**src/rtl/ram_request_arbiter_pkg.sv**
```systemverilog
// ---------------------------------------------------------------------------
// ram_request_arbiter_pkg
//   Shared types for the RAM request arbiter:
//     word_t      - 32-bit machine word
//     ramstate_t  - RAM handshake state (FREE, BUSY, ACCESS, ERROR)
//     arb_state_t - arbiter FSM state (ARB_IDLE, ARB_BUSY); prefixed so the
//                   literals do not collide with ramstate_t's BUSY
//   plus the default data-class mask and a lowest-set-bit helper used to
//   break ties among starved requesters.
// ---------------------------------------------------------------------------
package ram_request_arbiter_pkg;

  typedef logic [31:0] word_t;

  typedef enum logic [1:0] {
    FREE   = 2'd0,
    BUSY   = 2'd1,
    ACCESS = 2'd2,
    ERROR  = 2'd3
  } ramstate_t;

  typedef enum logic {
    ARB_IDLE = 1'b0,
    ARB_BUSY = 1'b1
  } arb_state_t;

  // Odd indices are data caches (dcache0, dcache1, ...).
  localparam logic [7:0] DEFAULT_DATA_MASK = 8'b1010_1010;

  // Index of the lowest set bit of mask (0 when mask is empty).
  function automatic logic [2:0] lowest_set(input logic [7:0] mask);
    lowest_set = 3'd0;
    for (int i = 7; i >= 0; i--) begin
      if (mask[i]) begin
        lowest_set = 3'(i);
      end else begin
        lowest_set = lowest_set;
      end
    end
  endfunction

endpackage

```
**src/rtl/ram_request_arbiter_rr_pick.sv**
```systemverilog
// ---------------------------------------------------------------------------
// ram_request_arbiter_rr_pick
//   Round-robin search: returns the first set bit of active at or after ptr,
//   wrapping from N-1 back to 0.
//   Ports:
//     active  in  N   candidate mask
//     ptr     in  W   search start position (must be < N)
//     found   out 1   some bit of active is set
//     idx     out W   winning index (0 when nothing found)
// ---------------------------------------------------------------------------
module ram_request_arbiter_rr_pick #(
  parameter int N = 4,
  parameter int W = 2
) (
  input  logic [N-1:0] active,
  input  logic [W-1:0] ptr,
  output logic         found,
  output logic [W-1:0] idx
);

  localparam logic [W:0] N_L = (W + 1)'(N);

  logic [W:0] pos_s;

  // Scan from farthest to nearest offset so the nearest hit is written last.
  always_comb begin
    found = 1'b0;
    idx   = '0;
    pos_s = '0;
    for (int k = N - 1; k >= 0; k--) begin
      pos_s = {1'b0, ptr} + k[W:0];
      if (pos_s >= N_L) begin
        pos_s = pos_s - N_L;
      end else begin
        pos_s = pos_s;
      end
      if (active[pos_s[W-1:0]]) begin
        found = 1'b1;
        idx   = pos_s[W-1:0];
      end else begin
        found = found;
      end
    end
  end

endmodule

```
**src/rtl/ram_request_arbiter.sv**
```systemverilog
// ---------------------------------------------------------------------------
// ram_request_arbiter
//   Shares one RAM port between NREQ cache requesters. Data-class requesters
//   (DATA_MASK bit set) beat instruction-class requesters; round-robin within
//   each class. A grant is held until RAM reports ACCESS (or the owner drops
//   its request), after which the arbiter spends one IDLE cycle re-arbitrating.
//   Optional feature macro: RAM_ARB_AGE_BOOST_EN - per-requester age counters;
//   a requester aged to AGE_MAX beats both classes (lowest index on ties).
//   Ports:
//     CLK, nRST               clock / async active-low reset
//     req_ren, req_wen        per-requester read / write enable
//     req_addr, req_store     per-requester address / write data (held by
//                             the requester while req_wait=1, not latched)
//     req_wait                combinational stall per requester
//     req_load                ramload broadcast
//     ramaddr, ramstore,
//     ramREN, ramWEN          RAM request, driven from the owner while BUSY
//     ramload, ramstate       RAM response
//     grant_vld, grant_id     grant held / current owner
//     ram_err                 sticky ERROR-while-BUSY flag
// ---------------------------------------------------------------------------
module ram_request_arbiter
  import ram_request_arbiter_pkg::*;
#(
  parameter int              NREQ      = 4,
  parameter logic [NREQ-1:0] DATA_MASK = DEFAULT_DATA_MASK[NREQ-1:0],
  parameter int              AGE_MAX   = 15,
  localparam int             IDW       = $clog2(NREQ)
) (
  input  logic                 CLK,
  input  logic                 nRST,
  input  logic [NREQ-1:0]      req_ren,
  input  logic [NREQ-1:0]      req_wen,
  input  word_t [NREQ-1:0]     req_addr,
  input  word_t [NREQ-1:0]     req_store,
  output logic [NREQ-1:0]      req_wait,
  output word_t                req_load,
  output word_t                ramaddr,
  output word_t                ramstore,
  output logic                 ramREN,
  output logic                 ramWEN,
  input  word_t                ramload,
  input  ramstate_t            ramstate,
  output logic                 grant_vld,
  output logic [IDW-1:0]       grant_id,
  output logic                 ram_err
);

  arb_state_t      state_r;
  logic [IDW-1:0]  owner_r;
  logic [IDW-1:0]  ptr_d_r;
  logic [IDW-1:0]  ptr_i_r;
  logic            ram_err_r;

  logic [NREQ-1:0] active_s;
  logic            pick_d_found_s;
  logic            pick_i_found_s;
  logic [IDW-1:0]  pick_d_idx_s;
  logic [IDW-1:0]  pick_i_idx_s;
  logic            any_act_s;
  logic [IDW-1:0]  winner_s;
  logic            owner_act_s;
  logic            ack_s;
  logic [IDW-1:0]  owner_inc_s;

  assign active_s    = req_ren | req_wen;
  assign any_act_s   = pick_d_found_s | pick_i_found_s;
  assign owner_act_s = active_s[owner_r];
  assign ack_s       = (state_r == ARB_BUSY) & owner_act_s & (ramstate == ACCESS);
  assign owner_inc_s = (owner_r == IDW'(NREQ - 1)) ? '0 : owner_r + IDW'(1);

  assign req_load  = ramload;
  assign grant_vld = (state_r == ARB_BUSY);
  assign grant_id  = owner_r;
  assign ram_err   = ram_err_r;

  ram_request_arbiter_rr_pick #(.N(NREQ), .W(IDW)) u_pick_d (
    .active (active_s & DATA_MASK),
    .ptr    (ptr_d_r),
    .found  (pick_d_found_s),
    .idx    (pick_d_idx_s)
  );

  ram_request_arbiter_rr_pick #(.N(NREQ), .W(IDW)) u_pick_i (
    .active (active_s & ~DATA_MASK),
    .ptr    (ptr_i_r),
    .found  (pick_i_found_s),
    .idx    (pick_i_idx_s)
  );

`ifdef RAM_ARB_AGE_BOOST_EN
  logic [3:0]      age_r [NREQ];
  logic [NREQ-1:0] aged_s;

  // Flag requesters that have waited long enough to override priority.
  always_comb begin
    aged_s = '0;
    for (int i = 0; i < NREQ; i++) begin
      aged_s[i] = active_s[i] & (age_r[i] == 4'(AGE_MAX));
    end
  end

  // Winner: starved requester first, then data class, then instruction class.
  always_comb begin
    if (|aged_s) begin
      winner_s = IDW'(lowest_set(8'(aged_s)));
    end else if (pick_d_found_s) begin
      winner_s = pick_d_idx_s;
    end else begin
      winner_s = pick_i_idx_s;
    end
  end

  // Age counters: count waiting cycles, clear on grant or when idle.
  always_ff @(posedge CLK or negedge nRST) begin
    if (!nRST) begin
      for (int i = 0; i < NREQ; i++) begin
        age_r[i] <= 4'd0;
      end
    end else begin
      for (int i = 0; i < NREQ; i++) begin
        if (!active_s[i]) begin
          age_r[i] <= 4'd0;
        end else if ((state_r == ARB_IDLE) && (winner_s == IDW'(i))) begin
          age_r[i] <= 4'd0;
        end else if ((state_r == ARB_BUSY) && (owner_r == IDW'(i))) begin
          age_r[i] <= age_r[i];
        end else if (age_r[i] < 4'(AGE_MAX)) begin
          age_r[i] <= age_r[i] + 4'd1;
        end else begin
          age_r[i] <= age_r[i];
        end
      end
    end
  end
`else
  // Winner: data class beats instruction class.
  always_comb begin
    if (pick_d_found_s) begin
      winner_s = pick_d_idx_s;
    end else begin
      winner_s = pick_i_idx_s;
    end
  end
`endif

  // Arbiter FSM: grant in IDLE, hold until ACCESS or abort, rotate on ACCESS.
  always_ff @(posedge CLK or negedge nRST) begin
    if (!nRST) begin
      state_r   <= ARB_IDLE;
      owner_r   <= '0;
      ptr_d_r   <= '0;
      ptr_i_r   <= '0;
      ram_err_r <= 1'b0;
    end else begin
      case (state_r)
        ARB_IDLE: begin
          if (any_act_s) begin
            owner_r <= winner_s;
            state_r <= ARB_BUSY;
          end else begin
            state_r <= ARB_IDLE;
          end
        end
        ARB_BUSY: begin
          if (ramstate == ERROR) begin
            ram_err_r <= 1'b1;
          end else begin
            ram_err_r <= ram_err_r;
          end
          // An abort leaves the round-robin pointers untouched.
          if (!owner_act_s) begin
            state_r <= ARB_IDLE;
          end else if (ramstate == ACCESS) begin
            if (DATA_MASK[owner_r]) begin
              ptr_d_r <= owner_inc_s;
            end else begin
              ptr_i_r <= owner_inc_s;
            end
            state_r <= ARB_IDLE;
          end else begin
            state_r <= ARB_BUSY;
          end
        end
        default: begin
          state_r <= ARB_IDLE;
        end
      endcase
    end
  end

  // RAM request follows the owner's live signals; a write wins over a read.
  always_comb begin
    if (state_r == ARB_BUSY) begin
      ramWEN   = req_wen[owner_r];
      ramREN   = req_ren[owner_r] & ~req_wen[owner_r];
      ramaddr  = req_addr[owner_r];
      ramstore = req_store[owner_r];
    end else begin
      ramWEN   = 1'b0;
      ramREN   = 1'b0;
      ramaddr  = '0;
      ramstore = '0;
    end
  end

  // Every active requester stalls except the owner in its ACCESS cycle.
  always_comb begin
    req_wait = active_s;
    if (ack_s) begin
      req_wait[owner_r] = 1'b0;
    end else begin
      req_wait = active_s;
    end
  end

endmodule
```
**config.mk**
```make
export PLATFORM = sky130hd
export DESIGN_NAME = ram_request_arbiter
export DESIGN_NICKNAME = d
export VERILOG_FILES = /design/src/rtl/ram_request_arbiter_pkg.sv /design/src/rtl/ram_request_arbiter_rr_pick.sv /design/src/rtl/ram_request_arbiter.sv
export SDC_FILE = /design/constraint.sdc
export NUM_CORES = 1
export LEC_CHECK = 0
export CORE_AREA = 4 4 156 158
export CTS_BUF_LIST = sky130_fd_sc_hd__clkbuf_4
export DETAILED_ROUTE_END_ITERATION = 6
export DIE_AREA = 0 0 160 162
export RECOVER_POWER = 100
export SLEW_MARGIN = 10
export SYNTH_ARGS = -nofsm -noshare
export SYNTH_HDL_FRONTEND = slang
export SYNTH_SLANG_ARGS = --single-unit
```
**constraint.sdc**
```tcl
create_clock -name CLK -period 5.25 [get_ports CLK]
set_input_delay 0.7875 -clock CLK [delete_from_list [all_inputs] [get_ports CLK]]
set_output_delay 0.7875 -clock CLK [all_outputs]
set_load 0.02 [all_outputs]
```
After elaboration in Yosys (flattened, before gate mapping). Cells that the tools add are included.

Bits in latches: 0. Memories kept: 0. Output and inout port bits: 106. ROM bits: 0. Input bits: 300. Word-level logic and storage cells: 121. Bits in registers: 8. Bits in writable memories: 0.

Bitwise gates (word level): 10. Mux-type cells: 65. Reductions and logical operators: 5. Add/subtract/negate cells: 15. Multiply operators: 0. Order comparisons: 18. Equal/unequal tests: 3. Divide/modulo/power cells: 0. Shift operators: 0.

Operators by type and width (number): 32-bit binary-select mux with 2-bit select (2); 32-bit two-way mux (4); 2-bit two-way mux (18); 2-bit by 3-bit < comparator with 1-bit output (second input constant) (9); 1-bit two-way mux (26); 1-bit binary-select mux with 2-bit select (12); 3-bit greater-or-equal comparator (second input constant) (6); 2-bit by 1-bit subtractor with 2-bit output (second input constant) (8); 2-bit by 2-bit adder with 3-bit output (second input constant) (4); 4-bit AND reduction (2); 2-bit by 1-bit adder with 3-bit output (second input constant) (2); 2-bit == test (second input constant) (3); 2-bit by 3-bit greater-or-equal comparator with 1-bit output (second input constant) (2); 4-bit bitwise AND (1); 4-bit two-way mux (1); 4-bit inverter (1); 4-bit OR (1); 2-bit AND reduction (2); 1-bit bitwise AND (3); 1-bit inverter (3); 2-bit by 1-bit adder with 2-bit output (second input constant) (1); 1-bit demux with 2-bit select (1); 2-bit by 1-bit greater-or-equal comparator with 1-bit output (second input constant) (1); 1-bit one-hot mux with 2 select lines (1); 2 further kinds (2).

Logic depth before layout (Yosys ltp).
Depth after elaboration: 12. Mapped depth: 6. Mapped depth without buffers: 4.

Hierarchy. A second synthesis with hierarchy kept.

Cells, all modules: 269. Area, all modules: 2955.3 sq um.

By module, submodules not included: ram_request_arbiter (area an instance 2800.2 sq um, sequential area each 200.2 sq um, cells each 243, instances 1); ram_request_arbiter_rr_pick (area an instance 77.6 sq um, sequential area each 0.0 sq um, cells each 13, instances 2).

Least setup slack after synthesis. No wires, ideal clock.

Path kind: in2out. Start: input port req_ren[2]. End: output port req_wait[0]. Path slack: 2724 ps. Stages: 4. Required time: 4463 ps. Arrival time: 1738 ps. Buffers on the path: 0. Path through: nor2_1 > mux4_2 > nor2_2 > a21oi_1.

Cells in the longest elaborated chain, start to end: 6.

RTL lines: from (decl) (RTL line ram_request_arbiter.sv:32) `input logic [NREQ-1:0] req_ren,`; 4-bit OR (RTL line ram_request_arbiter.sv:66) `assign active_s = req_ren | req_wen;`; 1-bit binary-select mux with 2-bit select (RTL line ram_request_arbiter.sv:68) `assign owner_act_s = active_s[owner_r];`; 1-bit two-way mux (implied by the code) (RTL line ram_request_arbiter.sv:68); 1-bit bitwise AND (2 in series) (RTL line ram_request_arbiter.sv:69) `assign ack_s = (state_r == ARB_BUSY) & owner_act_s & (ramstate == ACCESS);`; 4-bit two-way mux (RTL line ram_request_arbiter.sv:210) `if (ack_s) begin`; to (decl) (RTL line ram_request_arbiter.sv:36) `output logic [NREQ-1:0] req_wait,`.

No other way between the ends. The select of a mux whose other input is x is not followed.

Final worst setup path.
Start: register owner_r[1], in the netlist grant_id[1]. End: output port req_wait[2].

Cells in the longest elaborated chain, start to end: 7. Elaborated cells between the ends (all ways): 12. Those cells by class: 2 x order compare; 5 x mux; 4 x bitwise; 1 x reduce/logical.

RTL lines: from (decl) (RTL line ram_request_arbiter.sv:50) `logic [IDW-1:0] owner_r;`; from (signal assigned) (RTL line ram_request_arbiter.sv:159) `owner_r <= winner_s;`; 2-bit by 3-bit < comparator with 1-bit output (implied by the code) / 2-bit by 1-bit greater-or-equal comparator with 1-bit output (equally long branches) (RTL line ram_request_arbiter.sv:211) `req_wait[owner_r] = 1'b0;`; 1-bit logical AND (implied by the code) (RTL line ram_request_arbiter.sv:211); 1-bit two-way mux (implied by the code) (RTL line ram_request_arbiter.sv:211); 1-bit demux with 2-bit select (RTL line ram_request_arbiter.sv:211); 4-bit inverter (no source line); 4-bit bitwise AND (no source line); 4-bit two-way mux (*) (RTL line ram_request_arbiter.sv:210).

Every way passes the cells marked *; elsewhere a longest branch is shown, timed or not. The select of a mux whose other input is x is not followed.

==> results.py <==
metrics = {
    "hold_path": {
        "min_from": "ram_err",
        "min_path_type": "flop to flop",
        "hold_depth": 1,
        "hold_end": "ram_err",
    },
    "finish": {
        "antenna_cells": 0,
        "n_fill_cell": 2439,
        "layout.nets": 829,
        "drive_gt1_share_pct": 14.89,
        "utilization_pct": 26.77,
        "area_growth_pct": 126.3,
    },
    "critical_path": {
        "crit_path_max_fanout": 75,
        "rrSetupSlack_ns": 2.18,
        "r2r_cells": 3,
        "r2r-start": "grant_id[1]",
        "crit_arrival_ns": 3.41,
        "worstSetupPathType": "flop to output port",
        "timing.rr.end": "ptr_i_r[1]",
        "endpoint_kind": "output port",
        "crit_required_ns": 4.46,
        "cp-start-kind": "flop",
    },
    "run": {
        "maxCapViolCount": 1,
    },
    "die": {
        "core-area_um2": 23120,
        "die_y_um": 162,
        "die_area_um2": 25920,
        "ioPinCount": 406,
        "start_util_pct": 11.83,
        "rows": 56,
        "die_x_um": 160,
    },
    "yosys": {
        "syn_inst": 232,
        "yosys.area.top_type": "mux4_2",
        "yosys_warnings": 0,
        "synth_xor_xnor_area_share_pct": 0.3202,
        "syn_area_per_cell_um2": 11.79,
        "synth_area_um2": 2735,
        "synth-simple-area-share_pct": 16.93,
        "ys_top_cells_by_area": "mux4_2 (55%), and2_1 (15%), buf_4 (9.1%)",
        "synth_compound_area_share_pct": 3.705,
        "synth_fa_ha_area_share_pct": 1.830,
        "synth_cell_types": 30,
        "syn-num-nets": 536,
        "synth-seq-area-share_pct": 6.404,
        "synthMuxAreaShare_pct": 56.50,
        "synth_top_area_share_pct": 55.17,
        "ys_seq_elements": 7,
        "synth_top_family_by_area": "multiplexers",
    },
    "sta": {
        "tns_ns": 0,
        "slew_headroom_pct": -18.99,
        "max_freq_mhz": 238.3,
        "tightest_slew_ns": 1.785,
        "skew_ns": 0.001697,
        "grt_setup_unrepaired": "false",
        "drv_slew": 76,
        "min_period_over_period_pct": 79.92,
        "finalHoldViolCount": 0,
        "fin_crit_ns": 4.196,
        "setup_viol": 0,
    },
    "global_route": {
        "grt_use_total_pct": 10.54,
        "grt_pass1_wl_um": 21530,
        "grt_overflow_total": 0,
        "grt_max_degree": 76,
        "grt_pass1_vias": 3561,
        "antenna_found_initial": 0,
    },
    "place": {
        "io_buffers": 341,
        "place_congestion": 0.7556,
        "dpl.hpwl_um": 12530,
    },
    "routing": {
        "route.detailed.drc": 0,
        "postRouteAntennaNets": 0,
        "vias": 3198,
        "routed_via_density": 3.929,
        "firstDrtPassIters": 5,
        "routed_wirelength_um": 15000,
        "routedWlPerCell_um": 18.42,
        "drt-initial-drc-count": 155,
    },
    "power_and_ir_drop": {
        "ir_drop_mv": 0.2757,
        "p_per_area_nw_per_um2": 400.7,
        "p_leak_nw": 2.247,
    },
    "clocking": {
        "cts_tree": "done",
        "cts_max_level": 1,
        "cts_made_buffers": 3,
        "ctsResizeCount": 0,
        "cts_hold_buf": 0,
        "clk_path_buf_depth": 2,
        "cts_setup_buffers": 0,
        "clkTransAtPathRegs_ns": 0.05,
        "clkSinkCount": 7,
        "cts_root_buf": "clkbuf_4",
        "clock_latency_ns": 0.24,
    },
    "run_status": {
        "violations": "max-capacitance violations, max-slew violations",
        "outcome": "finished, violations left",
    },
}
-- power by group --
group	internal [mW]	leakage, nW	switching, mW	total, mW
logic	1.24	2.15	0.861	2.10
clock network	0.0341	0.0184	0.0188	0.0528
registers	0.0755	0.0754	0.247	0.323
-- layer usage --
metal  routed length, um  global-route usage [%]  vias to the layer above  share of wire (%)
met1                5904                   12.67                     1549                 39
li1                    -                       -                     1458                  -
met4                 157                   1.799                        0                1.0
met2                7794                   19.33                      175                 52
met5                   0                       0                        -                  0
met3                1139                   2.614                       16                7.6
-- worst max-delay path: stages (launching register included) --
cell and delay (ns):
dfrtp_2 1.56, inv_1 0.27, mux4_2 0.39, nor2_2 0.18
a21oi_1 0.09, dlygate4sd3_1 0.67
-- worst max path at each step --
| stage | from | cells after the start | endpoint |
|---|---|---|---|
| floorplan | req_ren[2] | 4 | req_wait[0] |
| global placement | req_ren[1] | 6 | req_wait[2] |
| detailed placement | req_ren[1] | 6 | req_wait[2] |
| CTS | grant_id[0] | 4 | ramstore[19] |
| global route | grant_id[1] | 5 | req_wait[3] |
| finish | grant_id[1] | 5 | req_wait[2] |
-- state kept, by name (all words and copies together), names as in the netlist --
name       count
ram_err        1
grant_vld      1
ptr_i_r        2
ptr_d_r        1
grant_id       2
-- cell usage after synthesis (all sizes together) --
cell type,instances
a31oi,1
buf,44
nand2,1
o22ai,1
and2,65
nand3b,1
dfrtp,7
xor2,1
nor3,2
a2111oi,1
nor4,1
o221ai,1
nor2,7
inv,4
o21ai,2
a21oi,4
a31o,1
mux2i,1
a2111o,1
o21bai,1
ha,4
mux2,2
clkbuf,11
o21a,1
mux4,67
-- kinds of logic (layout without fill, tap and decap cells) --
group	after synthesis	count (layout)
simple gates	77	77
mux	70	70
buf+inv	59	351
compound gates	14	14
flops	7	7
fa+ha+maj	4	4
xor+xnor	1	1
-- metrics by stage --
| stage | cells | power, mW | hold WS (ns) | setup slack (ns) | area [um2] |
|---|---|---|---|---|---|
| floorplan | 232 | 1.616 | 0.4821 | 2.724 | 2735 |
| global placement | 810 | 2.591 | 0.4795 | 1.735 | 6173 |
| detailed placement | 810 | 2.588 | 0.4851 | 1.726 | 6173 |
| CTS | 814 | 2.651 | 0.4971 | 1.542 | 6203 |
| global route | 814 | 2.663 | 0.5241 | 0.7714 | 6190 |
| finish | 814 | 2.481 | 0.4902 | 1.054 | 6190 |
-- cell usage in the layout, fill, tap and decap left out, types with 2 or more instances in the layout --
cell type,netlist,layout
clkdlybuf4s50_1,0,268
dlygate4sd3_1,0,73
mux4_2,67,67
and2_1,65,65
nor2_1,6,6
dfrtp_1,7,5
a21oi_1,4,4
ha_1,4,4
clkbuf_4,0,4
inv_1,3,3
o21ai_0,2,2
nor3_1,2,2
mux2_1,0,2
-- area by class of cell --
type                            instances  area, um2  share of cell area [%]
Clock buffer                            4      30.03                  0.4851
Inverter                                4      17.52                  0.2830
Multi-Input combinational cell        166       2158                   34.87
Sequential cell                         7      180.2                   2.911
Tap cell                              290      362.8                   5.862
Timing Repair Buffer                  343       3441                   55.59
Power figures use the tool's default switching activity.
